`src/rtl/hex_display_mux.sv`:
```
// hex_display_mux: time-multiplexed hexadecimal seven-segment driver.
// One digit is lit per refresh slot; the 8 segment lines are shared by all
// digits. A shadow register plus a pending flag makes loads tear-free:
// the displayed value only changes at a frame boundary.
// Optional feature macro: HEX_MUX_LAMP_TEST_EN adds a lamp_test input that
// lights every segment of every digit while the scan keeps running.
module hex_display_mux #(
    parameter int NUM_DIGITS       = 8,
    parameter int REFRESH_DIV      = 16,
    parameter int BRIGHT_BITS      = 4,
    parameter int DRAIN_ACTIVE_LOW = 1,
    parameter int SEG_ACTIVE_LOW   = 0
) (
    input  logic                    CLK,
    input  logic                    RST_N,
    input  logic [4*NUM_DIGITS-1:0] data,
    input  logic [NUM_DIGITS-1:0]   dp,
    input  logic                    load,
    output logic                    pending,
    input  logic [BRIGHT_BITS-1:0]  brightness,
    input  logic                    blank_lz,
`ifdef HEX_MUX_LAMP_TEST_EN
    input  logic                    lamp_test,
`endif
    output logic [NUM_DIGITS-1:0]   drains,
    output logic [7:0]              leds,
    output logic                    frame_done
);

    localparam int IDX_W = $clog2(NUM_DIGITS);
    localparam logic [IDX_W-1:0]      LAST_IDX   = IDX_W'(NUM_DIGITS - 1);
    localparam logic [NUM_DIGITS-1:0] DRAINS_OFF = {NUM_DIGITS{DRAIN_ACTIVE_LOW != 0}};
    localparam logic [7:0]            LEDS_OFF   = {8{SEG_ACTIVE_LOW != 0}};

    logic [REFRESH_DIV-1:0]  prescaler;
    logic [IDX_W-1:0]        digit_idx;
    logic [4*NUM_DIGITS-1:0] shadow_data;
    logic [NUM_DIGITS-1:0]   shadow_dp;
    logic [4*NUM_DIGITS-1:0] disp_data;
    logic [NUM_DIGITS-1:0]   disp_dp;

    logic                    slot_end;
    logic                    frame_end;
    logic [NUM_DIGITS-1:0]   lead_zero;
    logic                    higher_nz;
    logic [3:0]              cur_nibble;
    logic                    cur_dp;
    logic                    cur_blank;
    logic                    drive_on;
    logic [7:0]              seg_on;
    logic [NUM_DIGITS-1:0]   drain_on;
    logic [NUM_DIGITS-1:0]   drains_next;
    logic [7:0]              leds_next;

    // Active-high segment pattern (g..a) for one hex nibble.
    function automatic logic [6:0] seg7_decode(input logic [3:0] nibble);
        case (nibble)
            4'h0:    return 7'h3F;
            4'h1:    return 7'h06;
            4'h2:    return 7'h5B;
            4'h3:    return 7'h4F;
            4'h4:    return 7'h66;
            4'h5:    return 7'h6D;
            4'h6:    return 7'h7D;
            4'h7:    return 7'h07;
            4'h8:    return 7'h7F;
            4'h9:    return 7'h6F;
            4'hA:    return 7'h77;
            4'hB:    return 7'h7C;
            4'hC:    return 7'h39;
            4'hD:    return 7'h5E;
            4'hE:    return 7'h79;
            default: return 7'h71;
        endcase
    endfunction

    assign slot_end  = &prescaler;
    assign frame_end = slot_end && (digit_idx == LAST_IDX);

    // Free-running slot prescaler, digit index stepping and end-of-frame pulse.
    always_ff @(posedge CLK or negedge RST_N) begin
        if (!RST_N) begin
            prescaler  <= '0;
            digit_idx  <= '0;
            frame_done <= 1'b0;
        end else begin
            prescaler  <= prescaler + 1'b1;
            frame_done <= frame_end;
            if (slot_end) begin
                digit_idx <= (digit_idx == LAST_IDX) ? '0 : digit_idx + 1'b1;
            end
        end
    end

    // Load handshake: loads land in the shadow, display only moves at a frame boundary.
    always_ff @(posedge CLK or negedge RST_N) begin
        if (!RST_N) begin
            shadow_data <= '0;
            shadow_dp   <= '0;
            disp_data   <= '0;
            disp_dp     <= '0;
            pending     <= 1'b0;
        end else if (load) begin
            shadow_data <= data;
            shadow_dp   <= dp;
            if (frame_end) begin
                disp_data <= data;
                disp_dp   <= dp;
                pending   <= 1'b0;
            end else begin
                pending   <= 1'b1;
            end
        end else if (frame_end && pending) begin
            disp_data <= shadow_data;
            disp_dp   <= shadow_dp;
            pending   <= 1'b0;
        end
    end

    // Select the current digit's nibble/dp and decide whether it is a leading zero.
    always_comb begin
        higher_nz  = 1'b0;
        lead_zero  = '0;
        cur_nibble = 4'h0;
        cur_dp     = 1'b0;
        cur_blank  = 1'b0;
        for (int i = NUM_DIGITS - 1; i >= 0; i--) begin
            higher_nz    = higher_nz | (|disp_data[4*i +: 4]);
            lead_zero[i] = !higher_nz;
        end
        for (int i = 0; i < NUM_DIGITS; i++) begin
            if (digit_idx == IDX_W'(i)) begin
                cur_nibble = disp_data[4*i +: 4];
                cur_dp     = disp_dp[i];
                cur_blank  = blank_lz && (i != 0) && lead_zero[i];
            end
        end
    end

    // Segment pattern and PWM drain select, then pin polarity.
    always_comb begin
        seg_on = {cur_dp, cur_blank ? 7'h00 : seg7_decode(cur_nibble)};
`ifdef HEX_MUX_LAMP_TEST_EN
        if (lamp_test) begin
            seg_on = 8'hFF;
        end
`endif
        drive_on = (prescaler != '0) &&
                   (prescaler[REFRESH_DIV-1 -: BRIGHT_BITS] < brightness);
        drain_on = '0;
        for (int i = 0; i < NUM_DIGITS; i++) begin
            drain_on[i] = drive_on && (digit_idx == IDX_W'(i));
        end
        drains_next = (DRAIN_ACTIVE_LOW != 0) ? ~drain_on : drain_on;
        leds_next   = (SEG_ACTIVE_LOW != 0) ? ~seg_on : seg_on;
    end

    // Registered pin outputs; the slot's dead cycle hides the segment change.
    always_ff @(posedge CLK or negedge RST_N) begin
        if (!RST_N) begin
            drains <= DRAINS_OFF;
            leds   <= LEDS_OFF;
        end else begin
            drains <= drains_next;
            leds   <= leds_next;
        end
    end

endmodule

```
`config.mk`:
```
export PLATFORM = sky130hd
export DESIGN_NAME = hex_display_mux
export DESIGN_NICKNAME = d
export VERILOG_FILES = /design/src/rtl/hex_display_mux.sv
export SDC_FILE = /design/constraint.sdc
export NUM_CORES = 1
export LEC_CHECK = 0
export BUFFER_PORTS_ARGS = -buffer_cell sky130_fd_sc_hd__buf_4
export CAP_MARGIN = 20
export CORE_MARGIN = 8
export CORE_UTILIZATION = 45
export CTS_CLUSTER_DIAMETER = 150
export DETAILED_ROUTE_END_ITERATION = 12
export HOLD_SLACK_MARGIN = 0.1
export PLACE_DENSITY = 0.72
export SLEW_MARGIN = 20
export SYNTH_ARGS = -nofsm -noshare
export SYNTH_HDL_FRONTEND = slang
export SYNTH_SLANG_ARGS = --single-unit
export TNS_END_PERCENT = 5
```
`constraint.sdc`:
```
create_clock -name CLK -period 6.84 [get_ports CLK]
set_clock_uncertainty 0.1 [all_clocks]
set_input_delay 0 -clock CLK [delete_from_list [all_inputs] [get_ports CLK]]
set_output_delay 0 -clock CLK [all_outputs]
set_load 0.01 [all_outputs]
```
==> results of run 1 <==
synth_stat cells (all sizes together) (2+ instances only):
cell type  instances
xor2               2
o21ai             13
ha                16
nand3             12
nor4               7
dfrtp            109
clkbuf             6
a22oi              3
buf               14
and2               2
a21o               3
nand4              2
nor3               7
a211oi             2
o22ai              2
a21oi             19
nand3b             3
mux2i              4
dfstp              8
nor2              17
xnor2             12
a31oi              2
a221oi             2
inv               17
nor2b              6
and3               3
nor3b              2
nand2             26
a2111oi            2
o31ai              3
mux2              81
nand2b             5
state kept, by name, summed over array words and instances, names as in the netlist:
register	count
drains	8
leds	8
pending	1
shadow_data	32
digit_idx	3
disp_dp	8
frame_done	1
shadow_dp	8
prescaler	16
disp_data	32
metal layers:
layer | part of all wire, % | track usage, % | vias up
met5 | 0 | 0 | -
met4 | 1.5 | 7.643 | 0
met3 | 4.6 | 4.641 | 15
met2 | 50 | 25.70 | 73
met1 | 44 | 19.62 | 1854
li1 | - | - | 1729
worst reg2reg max path: cells and delay by family (launching register included):
kind / cells / cell delay [ns]
AND/OR/NAND/NOR: 2 / 0.84
AO/OA/AOI/OAI: 4 / 0.99
adder cells (fa/ha/maj): 1 / 0.46
flip-flops: 1 / 0.69
buffers and inverters: 1 / 0.37
stage by stage:
step           power, mW  instances  instance area (um2)  hold WS (ns)
2_1_floorplan     0.7689        426                 5436       -0.3956
3_3_place_gp      0.8095        620                 6013      -0.05001
3_5_place_dp      0.8136        620                 6013      -0.04481
4_1_cts            1.724        698                 7084        0.1764
5_1_grt            1.765        698                 7084        0.2307
6_report           1.703        698                 7084        0.1860
cell type report:
| class | instances | area (um2) | area share, % |
|---|---|---|---|
| tap | 147 | 183.9 | 2.596 |
| clock buffer | 17 | 425.4 | 6.005 |
| timing repair buffer | 113 | 980.9 | 13.85 |
| clock inverter | 15 | 167.7 | 2.367 |
| sequential | 117 | 2938 | 41.47 |
| multi-input combinational | 271 | 2321 | 32.76 |
| inverter | 18 | 67.56 | 0.9537 |
how the worst min path moves through the flow:
stage,startpoint,end,slack [ns],depth (start not counted)
4_1_cts,brightness[0],drains[3],0.18,6
5_1_grt,brightness[0],drains[3],0.23,6
2_1_floorplan,RST_N,digit_idx[0],-0.40,0
3_5_place_dp,RST_N,prescaler[6],-0.04,1
3_3_place_gp,RST_N,prescaler[6],-0.05,1
6_report,brightness[0],drains[3],0.19,6
power by group:
group | internal, mW | switching, mW | total, mW
combinational | 0.0591 | 0.0418 | 0.101
clock | 0.544 | 0.336 | 0.880
sequential | 0.716 | 0.00611 | 0.723
total | 1.32 | 0.384 | 1.70
layout by cell type, fill, tap and decap left out, types with 17 or more instances in the layout:
cell | Yosys | final
sky130_fd_sc_hd__buf_4 | 0 | 67
sky130_fd_sc_hd__a21oi_1 | 18 | 18
sky130_fd_sc_hd__mux2_2 | 41 | 41
sky130_fd_sc_hd__nand2_1 | 26 | 26
sky130_fd_sc_hd__mux2_4 | 40 | 40
sky130_fd_sc_hd__clkbuf_16 | 0 | 17
sky130_fd_sc_hd__inv_1 | 17 | 17
sky130_fd_sc_hd__dfrtp_1 | 109 | 109
sky130_fd_sc_hd__nor2_1 | 17 | 17
sky130_fd_sc_hd__dlygate4sd3_1 | 0 | 45
kinds of logic after synthesis:
logic type,Yosys count,synth area share (%)
flops,117,54.04
xor+xnor,14,2.256
mux,85,20.28
compound gates,58,6.974
buf+inv,38,3.268
simple gates,98,9.505
fa+ha+maj,16,3.682
==> flow_summary.json, run 1 <==
{
  "syn_area_per_cell_um2": 12.76,
  "share_of_layout_cells_above_drive_strength_1_pct": 35.39,
  "synth_largest_type_area_fraction_pct": 50.17,
  "cts.root.buffer_cell": "sky130_fd_sc_hd__clkbuf_16",
  "min_path_type": "in -> reg",
  "cts_resized": 0,
  "chipHeight_um": 125.9,
  "setup_tns_ns": 0,
  "cts.path.max_buffers": 2,
  "timing.critical_path.required_ns": 7.07,
  "count_of_yosys_warnings_during_synthesis": 0,
  "fin_util_pct": 59.47,
  "drcViolationCount": 0,
  "crit-reg2reg-capture": "leds[0]",
  "place_ws_ns": 3.425,
  "timing.final.crit_period_ns": 3.527,
  "cpMaxStageDelayCell": "sky130_fd_sc_hd__dfrtp_1",
  "floorplan.core_area_mm2": 0.01191,
  "insertedDiodeCount": 0,
  "cts.repair_timing.setup_buffer_count": 0,
  "fmax_ghz": 0.2835,
  "setup.worst_path.end": "leds[0]",
  "grt_setup_unrepaired": "no",
  "worstSetupStartpointType": "register",
  "grt.overflow.total": 0,
  "placementRows": 40,
  "port_buffers": 65,
  "syn2layout_area_growth_pct": 30.31,
  "path_clk_slew_ns": 0.06,
  "maxSlewViolCount": 0,
  "holdBufCountCts": 46,
  "synthTopCellsByArea": "sky130_fd_sc_hd__dfrtp_1 50%, sky130_fd_sc_hd__mux2_4 11%, sky130_fd_sc_hd__mux2_2 8.5%",
  "crit_cells": 8,
  "synthCells": 426,
  "cts_inserted_buffers": 17,
  "synthArstFlopShare_pct": 100.0,
  "synth-edff-count": 0,
  "max_cap_viols": 0,
  "max_slew.worst_pin.slew_ns": 0.8283,
  "power-per-cell-area_mw_per_mm2": 240.4,
  "worst_ep_arrival_time_ns": 3.76,
  "worst-path-max-fanout": 20,
  "final-hold-violation-count": 0,
  "dr_vias": 3671,
  "critPathMaxStageDelay_ns": 0.69,
  "endpoint_kind": "register",
  "track_usage_pct": 16.07,
  "first_global_vias": 4028,
  "timing.rr.start": "digit_idx[2]",
  "timing.critical_path.from": "digit_idx[2]",
  "total_leakage_power_nw": 3.363,
  "crit_path_buffers_inverters": 1,
  "drt.antenna.violating_nets": 0,
  "grt_pass1_wl_um": 20270,
  "boundaryPins": 66,
  "synth-seq-cells": 117,
  "dieArea_mm2": 0.01585,
  "drt-pass1-iter-count": 4,
  "clock_sink_count": 117,
  "drt_wl_total_um": 12020,
  "finalSetupViolations": 0,
  "combined_area_of_all_synthesized_cells_mm2": 0.005436,
  "setup.worst_path.class": "reg -> reg",
  "average_wire_length_per_cell_after_detail_routing_um": 17.22,
  "timing.max_slew.rel_slack_pct": 44.78,
  "synth_top_cell_by_area": "sky130_fd_sc_hd__dfrtp_1",
  "vias_per_cell": 5.259,
  "floorplan.die.width_um": 125.9,
  "cts_max_level": 4,
  "final_nets": 602,
  "hpwl_um": 7698,
  "critical_path_cell_list": "clkinv_1 > ha_1 > or3b_2 > a41oi_1 > o21a_1 > nor2b_1 > o21ai_0 > a31oi_1",
  "cell_family_with_most_cp_delay": "compound AO/OA/AOI/OAI gates",
  "postLayoutSetupSlackWorst_ns": 3.313,
  "cts_tree": "built",
  "maximum_vdd_ir_drop_uv": 163.4,
  "ys.flop_type": "sky130_fd_sc_hd__dfrtp_1",
  "status": "finished, final reports clean",
  "maximum_number_of_pins_on_one_net_before_global_route_repair": 68,
  "gpl.final_weighted_congestion": 0.8441,
  "floorplan.initialDensity_pct": 45.64,
  "setup.reg_to_reg.worst_slack_ns": 3.31,
  "synth_sequential_area_ratio_pct": 54.04,
  "synthesis.nets": 490,
  "final_clock_period_utilization_by_the_worst_path_pct": 51.57,
  "clk-insertion-delay-late_ns": 0.42,
  "synth_cell_types": 54,
  "drt_first_iter_violations": 282,
  "number_of_fill_cells_in_the_layout": 932,
  "antenna_violations_before_repair": 0,
  "r2r.worst_path.cells": 8
}
Power figures use the tool's default switching activity.
==> run 2, diff against run 1 <==
- clock period: 6.84 -> 3.55 ns (I/O delays scaled with it)
==> flow_summary.json, run 2 (synthesis results as in run 1) <==
{
  "status": "finished, final reports clean",
  "maximum_vdd_ir_drop_uv": 252.5,
  "cts_resized": 0,
  "seq_pwr_share_pct": 41.3,
  "cts_tree": "built",
  "port_buffers": 65,
  "antenna_violations_before_repair": 0,
  "floorplan.die.width_um": 125.9,
  "drcViolationCount": 0,
  "timing.final.crit_period_ns": 3.170,
  "power_report.internal_total_mw": 2.699,
  "p_sw_mw": 0.6716,
  "fin_total_pwr_mw": 3.370,
  "chipHeight_um": 125.9,
  "average_wire_length_per_cell_after_detail_routing_um": 16.32,
  "timing.rr.start": "digit_idx[1]",
  "floorplan.core_area_mm2": 0.01191,
  "worst-path-max-fanout": 23,
  "layout.cells.most_common": "sky130_fd_sc_hd__dfrtp_1",
  "placementRows": 40,
  "dr_vias": 3633,
  "gpl.final_weighted_congestion": 0.8810,
  "pwr-share-comb_pct": 5.6,
  "track_usage_pct": 15.05,
  "drt-pass1-iter-count": 4,
  "power-per-cell-area_mw_per_mm2": 475.6,
  "final_clock_period_utilization_by_the_worst_path_pct": 89.28,
  "timing.max_slew.rel_slack_pct": 42.45,
  "final-hold-violation-count": 0,
  "grt_setup_unrepaired": "no",
  "cts.path.max_buffers": 2,
  "setup.reg_to_reg.worst_slack_ns": 0.38,
  "share_of_layout_cells_above_drive_strength_1_pct": 34.85,
  "cts_inserted_buffers": 17,
  "cell_family_with_most_cp_delay": "compound AO/OA/AOI/OAI gates",
  "critPathMaxStageDelay_ns": 0.64,
  "total_leakage_power_nw": 3.367,
  "grt.overflow.total": 0,
  "timing.critical_path.required_ns": 3.71,
  "worst_ep_arrival_time_ns": 3.33,
  "endpoint_kind": "register",
  "drt_first_iter_violations": 260,
  "crit-reg2reg-capture": "leds[1]",
  "setup_tns_ns": 0,
  "boundaryPins": 66,
  "drt.antenna.violating_nets": 0,
  "cpMaxStageDelayCell": "sky130_fd_sc_hd__ha_1",
  "final_nets": 602,
  "fmax_ghz": 0.3155,
  "fin_cells": 698,
  "dpl.cell_count": 622,
  "clock_sink_count": 117,
  "max_slew.worst_pin.slew_ns": 0.8633,
  "vias_per_cell": 5.205,
  "critical_path_cell_list": "inv_1 > ha_1 > a21oi_1 > a2111oi_0 > o22ai_1 > a21oi_2 > nor2b_1 > o2bb2ai_1 > a211oi_1",
  "floorplan.initialDensity_pct": 45.64,
  "hpwl_um": 7559,
  "r2r.worst_path.cells": 9,
  "maximum_number_of_pins_on_one_net_before_global_route_repair": 72,
  "crit_path_buffers_inverters": 1,
  "grt_pass1_wl_um": 19060,
  "insertedDiodeCount": 0,
  "clk-insertion-delay-late_ns": 0.41,
  "worstSetupStartpointType": "register",
  "cts_max_level": 4,
  "max_cap_viols": 0,
  "syn2layout_area_growth_pct": 30.36,
  "dieArea_mm2": 0.01585,
  "holdBufCountCts": 44,
  "top_library_cells_by_usage_in_the_layout_fill_and_taps_aside": "109 x sky130_fd_sc_hd__dfrtp_1, 69 x sky130_fd_sc_hd__buf_4, 44 x sky130_fd_sc_hd__dlygate4sd3_1, 41 x sky130_fd_sc_hd__mux2_2, 40 x sky130_fd_sc_hd__mux2_4",
  "cts.repair_timing.setup_buffer_count": 0,
  "drt_wl_total_um": 11390,
  "setup.worst_path.class": "reg -> reg",
  "largest_registers_ranked_by_flip_flop_count": "disp_data: 32 flops, shadow_data: 32 flops, prescaler: 16 flops",
  "netSwitchingFraction_pct": 19.93,
  "power.clock.fraction_pct": 53.1,
  "min_path_type": "in -> async",
  "first_global_vias": 3823,
  "path_clk_slew_ns": 0.05,
  "cts.root.buffer_cell": "sky130_fd_sc_hd__clkbuf_16",
  "finalSetupViolations": 0,
  "maxSlewViolCount": 0
}
-- run 2: changes by cell type in the layout (fill, tap and decap cells not counted), sizes merged --
cell,before,now
bufinv,2,4
clkinv,5,4
dlygate4sd3,45,44
buf,68,69
inv,24,17
clkbuf,17,23
-- run 2: layer usage --
metal  vias to the layer above  track usage [%]  share of wire, %
met2                        84            22.86                47
li1                       1726                -                 -
met3                        18            4.726               4.1
met1                      1805            19.40                47
met4                         0            6.511               2.0
met5                         -                0                 0
-- run 2: worst reg2reg max path: cells and delay by family (launching register included) --
kind	cells	cell delay, ns
buffers and inverters	1	0.11
adder cells (fa/ha/maj)	1	0.64
AO/OA/AOI/OAI	6	1.44
AND/OR/NAND/NOR	1	0.34
flip-flops	1	0.40
-- run 2: cell type report --
cell class                 count  area (um2)
clock buffer                  23       467.9
clock inverter                 9       150.1
fill                         902        4825
inverter                      18       67.56
multi-input combinational    271        2321
sequential                   117        2938
tap                          147       183.9
timing repair buffer         113       958.4
-- run 2: worst max path at each step --
stage                 startpoint  endpoint  cells after the start
detailed placement  digit_idx[1]   leds[0]                      9
global route        digit_idx[1]   leds[5]                     11
floorplan           digit_idx[1]   leds[5]                     12
finish              digit_idx[1]   leds[1]                      9
CTS                 digit_idx[1]   leds[0]                      9
global placement    digit_idx[1]   leds[3]                     11
-- run 2: power by group through the flow --
stage               Combinational (mW)  Clock, mW  Sequential (mW)
floorplan                       0.0707          0             1.41
finish                           0.189       1.79             1.39
global placement                 0.149          0             1.41
global route                     0.210       1.88             1.40
detailed placement               0.154          0             1.41
CTS                              0.193       1.81             1.39
-- run 2: per-stage QoR --
stage	worst slack [ns]	instance area [um2]	utilization, %	hold slack, ns
after global routing	0.1242	7087	59.50	0.2005
after floorplan	0.8437	5436	-	-0.3956
after global placement	0.6680	6028	50.61	0.07011
after detailed placement	0.5059	6028	50.61	0.07199
final	0.3804	7087	59.50	0.1475
after CTS	0.4660	7087	59.50	0.1540
==> run 3, diff against run 2 <==
- ABC_AREA: not set -> 1
- GPL_TIMING_DRIVEN: not set -> 0
- PLACE_DENSITY: 0.72 -> not set
- PLACE_DENSITY_LB_ADDON: not set -> 0.15
==> flow_summary.json, run 3 <==
{
  "status": "finished, final reports clean",
  "insertedDiodeCount": 0,
  "worst-path-max-fanout": 10,
  "cts.path.max_buffers": 2,
  "fmax_ghz": 0.3802,
  "max_slew.worst_pin.slew_ns": 0.9430,
  "placementRows": 40,
  "synth_largest_type_area_fraction_pct": 48.77,
  "synth_top_cell_by_area": "sky130_fd_sc_hd__dfrtp_1",
  "worstSetupStartpointType": "register",
  "boundaryPins": 66,
  "highest-signal-layer": "met4",
  "drt_first_iter_violations": 213,
  "track_usage_pct": 16.34,
  "cts_resized": 0,
  "detail_route.wirelength.met1_um": 5981,
  "grt_pass1_wl_um": 21180,
  "finalSetupViolations": 0,
  "cts.repair_timing.setup_buffer_count": 0,
  "maximum_number_of_pins_on_one_net_before_global_route_repair": 65,
  "floorplan.core_area_mm2": 0.01206,
  "vias_per_cell": 4.668,
  "post-synth-top-count-cell": "sky130_fd_sc_hd__nand2_1",
  "final-hold-violation-count": 0,
  "cts_tree": "built",
  "synth_cell_types": 36,
  "synth_sequential_area_ratio_pct": 52.53,
  "ys.flop_type": "sky130_fd_sc_hd__dfrtp_1",
  "dr_wl_met3_um": 569,
  "max_cap_viols": 0,
  "clock_sink_count": 117,
  "port_buffers": 64,
  "share_of_layout_cells_above_drive_strength_1_pct": 23.34,
  "count_of_yosys_warnings_during_synthesis": 0,
  "syn2layout_area_growth_pct": 32.42,
  "hpwl_um": 8508,
  "maxSlewViolCount": 0,
  "synth-seq-cells": 117,
  "path_clk_slew_ns": 0.05,
  "critical_path_cell_list": "inv_2 > ha_1 > clkinv_1 > nor2_1 > nor2_1 > nand2_1 > nand2_1 > nand2_1 > nand2_1 > nand2_1 > nand2_1 > inv_1 > ha_1 > nand2_1 > nand2_1 > o21ai_0 > nor2_1",
  "syn_area_per_cell_um2": 9.610,
  "drt.antenna.violating_nets": 0,
  "average_wire_length_per_cell_after_detail_routing_um": 13.70,
  "met2_wirelength_um": 5521,
  "final_nets": 775,
  "largest_registers_ranked_by_flip_flop_count": "disp_data: 32 flops, shadow_data: 32 flops, prescaler: 16 flops",
  "drt_wl_total_um": 12220,
  "timing.rr.start": "digit_idx[2]",
  "fin_cells": 892,
  "ys_top_cells_by_count": "231 x sky130_fd_sc_hd__nand2_1, 109 x sky130_fd_sc_hd__dfrtp_1, 46 x sky130_fd_sc_hd__inv_1, 40 x sky130_fd_sc_hd__mux2_4, 22 x sky130_fd_sc_hd__nor2_1",
  "timing.critical_path.required_ns": 3.74,
  "cts.root.buffer_cell": "sky130_fd_sc_hd__clkbuf_16",
  "combined_area_of_all_synthesized_cells_mm2": 0.005593,
  "critPathMaxStageDelay_ns": 0.46,
  "setup_tns_ns": 0,
  "floorplan.initialDensity_pct": 46.37,
  "min_path_type": "in -> reg",
  "floorplan.die.width_um": 127.5,
  "setup.worst_path.class": "reg -> reg",
  "synthesis.nets": 646,
  "worst_ep_arrival_time_ns": 2.82,
  "layout.cells.most_common": "sky130_fd_sc_hd__nand2_1",
  "grt.overflow.total": 0,
  "dpl.cell_count": 815,
  "chipHeight_um": 127.5,
  "synth-edff-count": 0,
  "dr_vias": 4164,
  "worstHoldStart": "brightness[3]",
  "clk-insertion-delay-late_ns": 0.41,
  "synthArstFlopShare_pct": 100.0,
  "grt_setup_unrepaired": "no",
  "gpl.final_weighted_congestion": 0.8222,
  "top_library_cells_by_usage_in_the_layout_fill_and_taps_aside": "231 x sky130_fd_sc_hd__nand2_1, 109 x sky130_fd_sc_hd__dfrtp_1, 64 x sky130_fd_sc_hd__buf_4, 46 x sky130_fd_sc_hd__inv_1, 44 x sky130_fd_sc_hd__dlygate4sd3_1",
  "maximum_vdd_ir_drop_uv": 320.6,
  "dpl-instance-area_mm2": 0.006315,
  "final_instance_area_mm2": 0.007406,
  "total_leakage_power_nw": 3.911,
  "synthTopCellsByArea": "sky130_fd_sc_hd__dfrtp_1 49%, sky130_fd_sc_hd__nand2_1 16%, sky130_fd_sc_hd__mux2_4 11%",
  "endpoint_kind": "register",
  "drt-pass1-iter-count": 4,
  "synthCells": 582,
  "critical_path.most_common_cell": "sky130_fd_sc_hd__nand2_1",
  "timing.max_slew.rel_slack_pct": 36.84,
  "cpMaxStageDelayCell": "sky130_fd_sc_hd__dfrtp_1",
  "antenna_violations_before_repair": 0,
  "dieArea_mm2": 0.01625,
  "timing.critical_path.from": "digit_idx[2]",
  "power-per-cell-area_mw_per_mm2": 459.7,
  "timing.final.crit_period_ns": 2.630,
  "first_global_vias": 4289,
  "drcViolationCount": 0,
  "cts_max_level": 4,
  "holdBufCountCts": 45,
  "final_clock_period_utilization_by_the_worst_path_pct": 74.10,
  "cts_inserted_buffers": 17
}
## run 3: changes by cell type after synthesis, sizes merged, moves of 6 or more
cell   delta
buf       -9
nor2b     -6
nand3     +8
nor2      +7
xor2     +11
nand2   +208
mux2     -41
xnor2    -11
a21oi    -10
inv      +34
## run 3: power breakdown
group	leakage [nW]	switching, mW	internal [mW]
clock	0.305	0.588	1.24
sequential	1.48	0.0108	1.38
combinational	2.12	0.0979	0.0943
## run 3: area by class of cell
class                           instances  area [um2]
Buffer                                 15       90.09
Clock buffer                           21       440.4
Clock inverter                         11       182.7
Fill cell                             997        4656
Inverter                               52       195.2
Multi-Input combinational cell        398        2370
Sequential cell                       117        2938
Tap cell                              168       210.2
Timing Repair Buffer                  110       979.7
## run 3: kinds of logic (layout without fill, tap and decap cells)
family / Yosys count / count (layout) / synth area share [%]
AND/OR/NAND/NOR: 297 / 297 / 22.53
flip-flops: 117 / 117 / 52.53
buffers and inverters: 67 / 209 / 5.101
multiplexers: 40 / 40 / 10.74
AO/OA/AOI/OAI: 31 / 31 / 3.333
adder cells (fa/ha/maj): 16 / 16 / 3.579
XOR/XNOR: 14 / 14 / 2.192
## run 3: layer usage
layer	vias up	global-route usage (%)
met5	-	0
met4	0	6.018
met3	14	4.742
met2	84	24.68
met1	1958	21.77
li1	2108	-
## run 3: stage by stage
| stage | power (mW) | hold slack [ns] | setup WS, ns | util, % |
|---|---|---|---|---|
| after global routing | 3.521 | 0.2598 | 0.5528 | 61.40 |
| after detailed placement | 1.562 | -0.1122 | 0.9284 | 52.35 |
| after floorplan | 1.467 | -0.3956 | 1.241 | - |
| after CTS | 3.440 | 0.1959 | 0.9156 | 61.40 |
| after global placement | 1.551 | 0.1356 | 0.9454 | 52.10 |
| final | 3.404 | 0.2107 | 0.9196 | 61.40 |
## run 3: worst max-delay path: cells and delay by family, from the launching register on
kind	cells	cell delay [ns]
and+or+nand+nor	11	0.82
DFF	1	0.46
adders and majority gates	2	0.45
buffers and inverters	3	0.51
AOI/OAI and AO/OA	1	0.16
## run 3: worst paths after layout
check | slack (ns) | depth (start not counted) | endpoint
worst max-delay path | 0.92 | 17 | leds[3]
worst min-delay path | 0.21 | 7 | drains[5]
worst max register to register | 0.92 | 17 | leds[3]
worst min register to register | 0.37 | 2 | shadow_data[23]
max in group asynchronous | 2.42 | 4 | drains[7]
min in group asynchronous | 0.57 | 3 | drains[1]
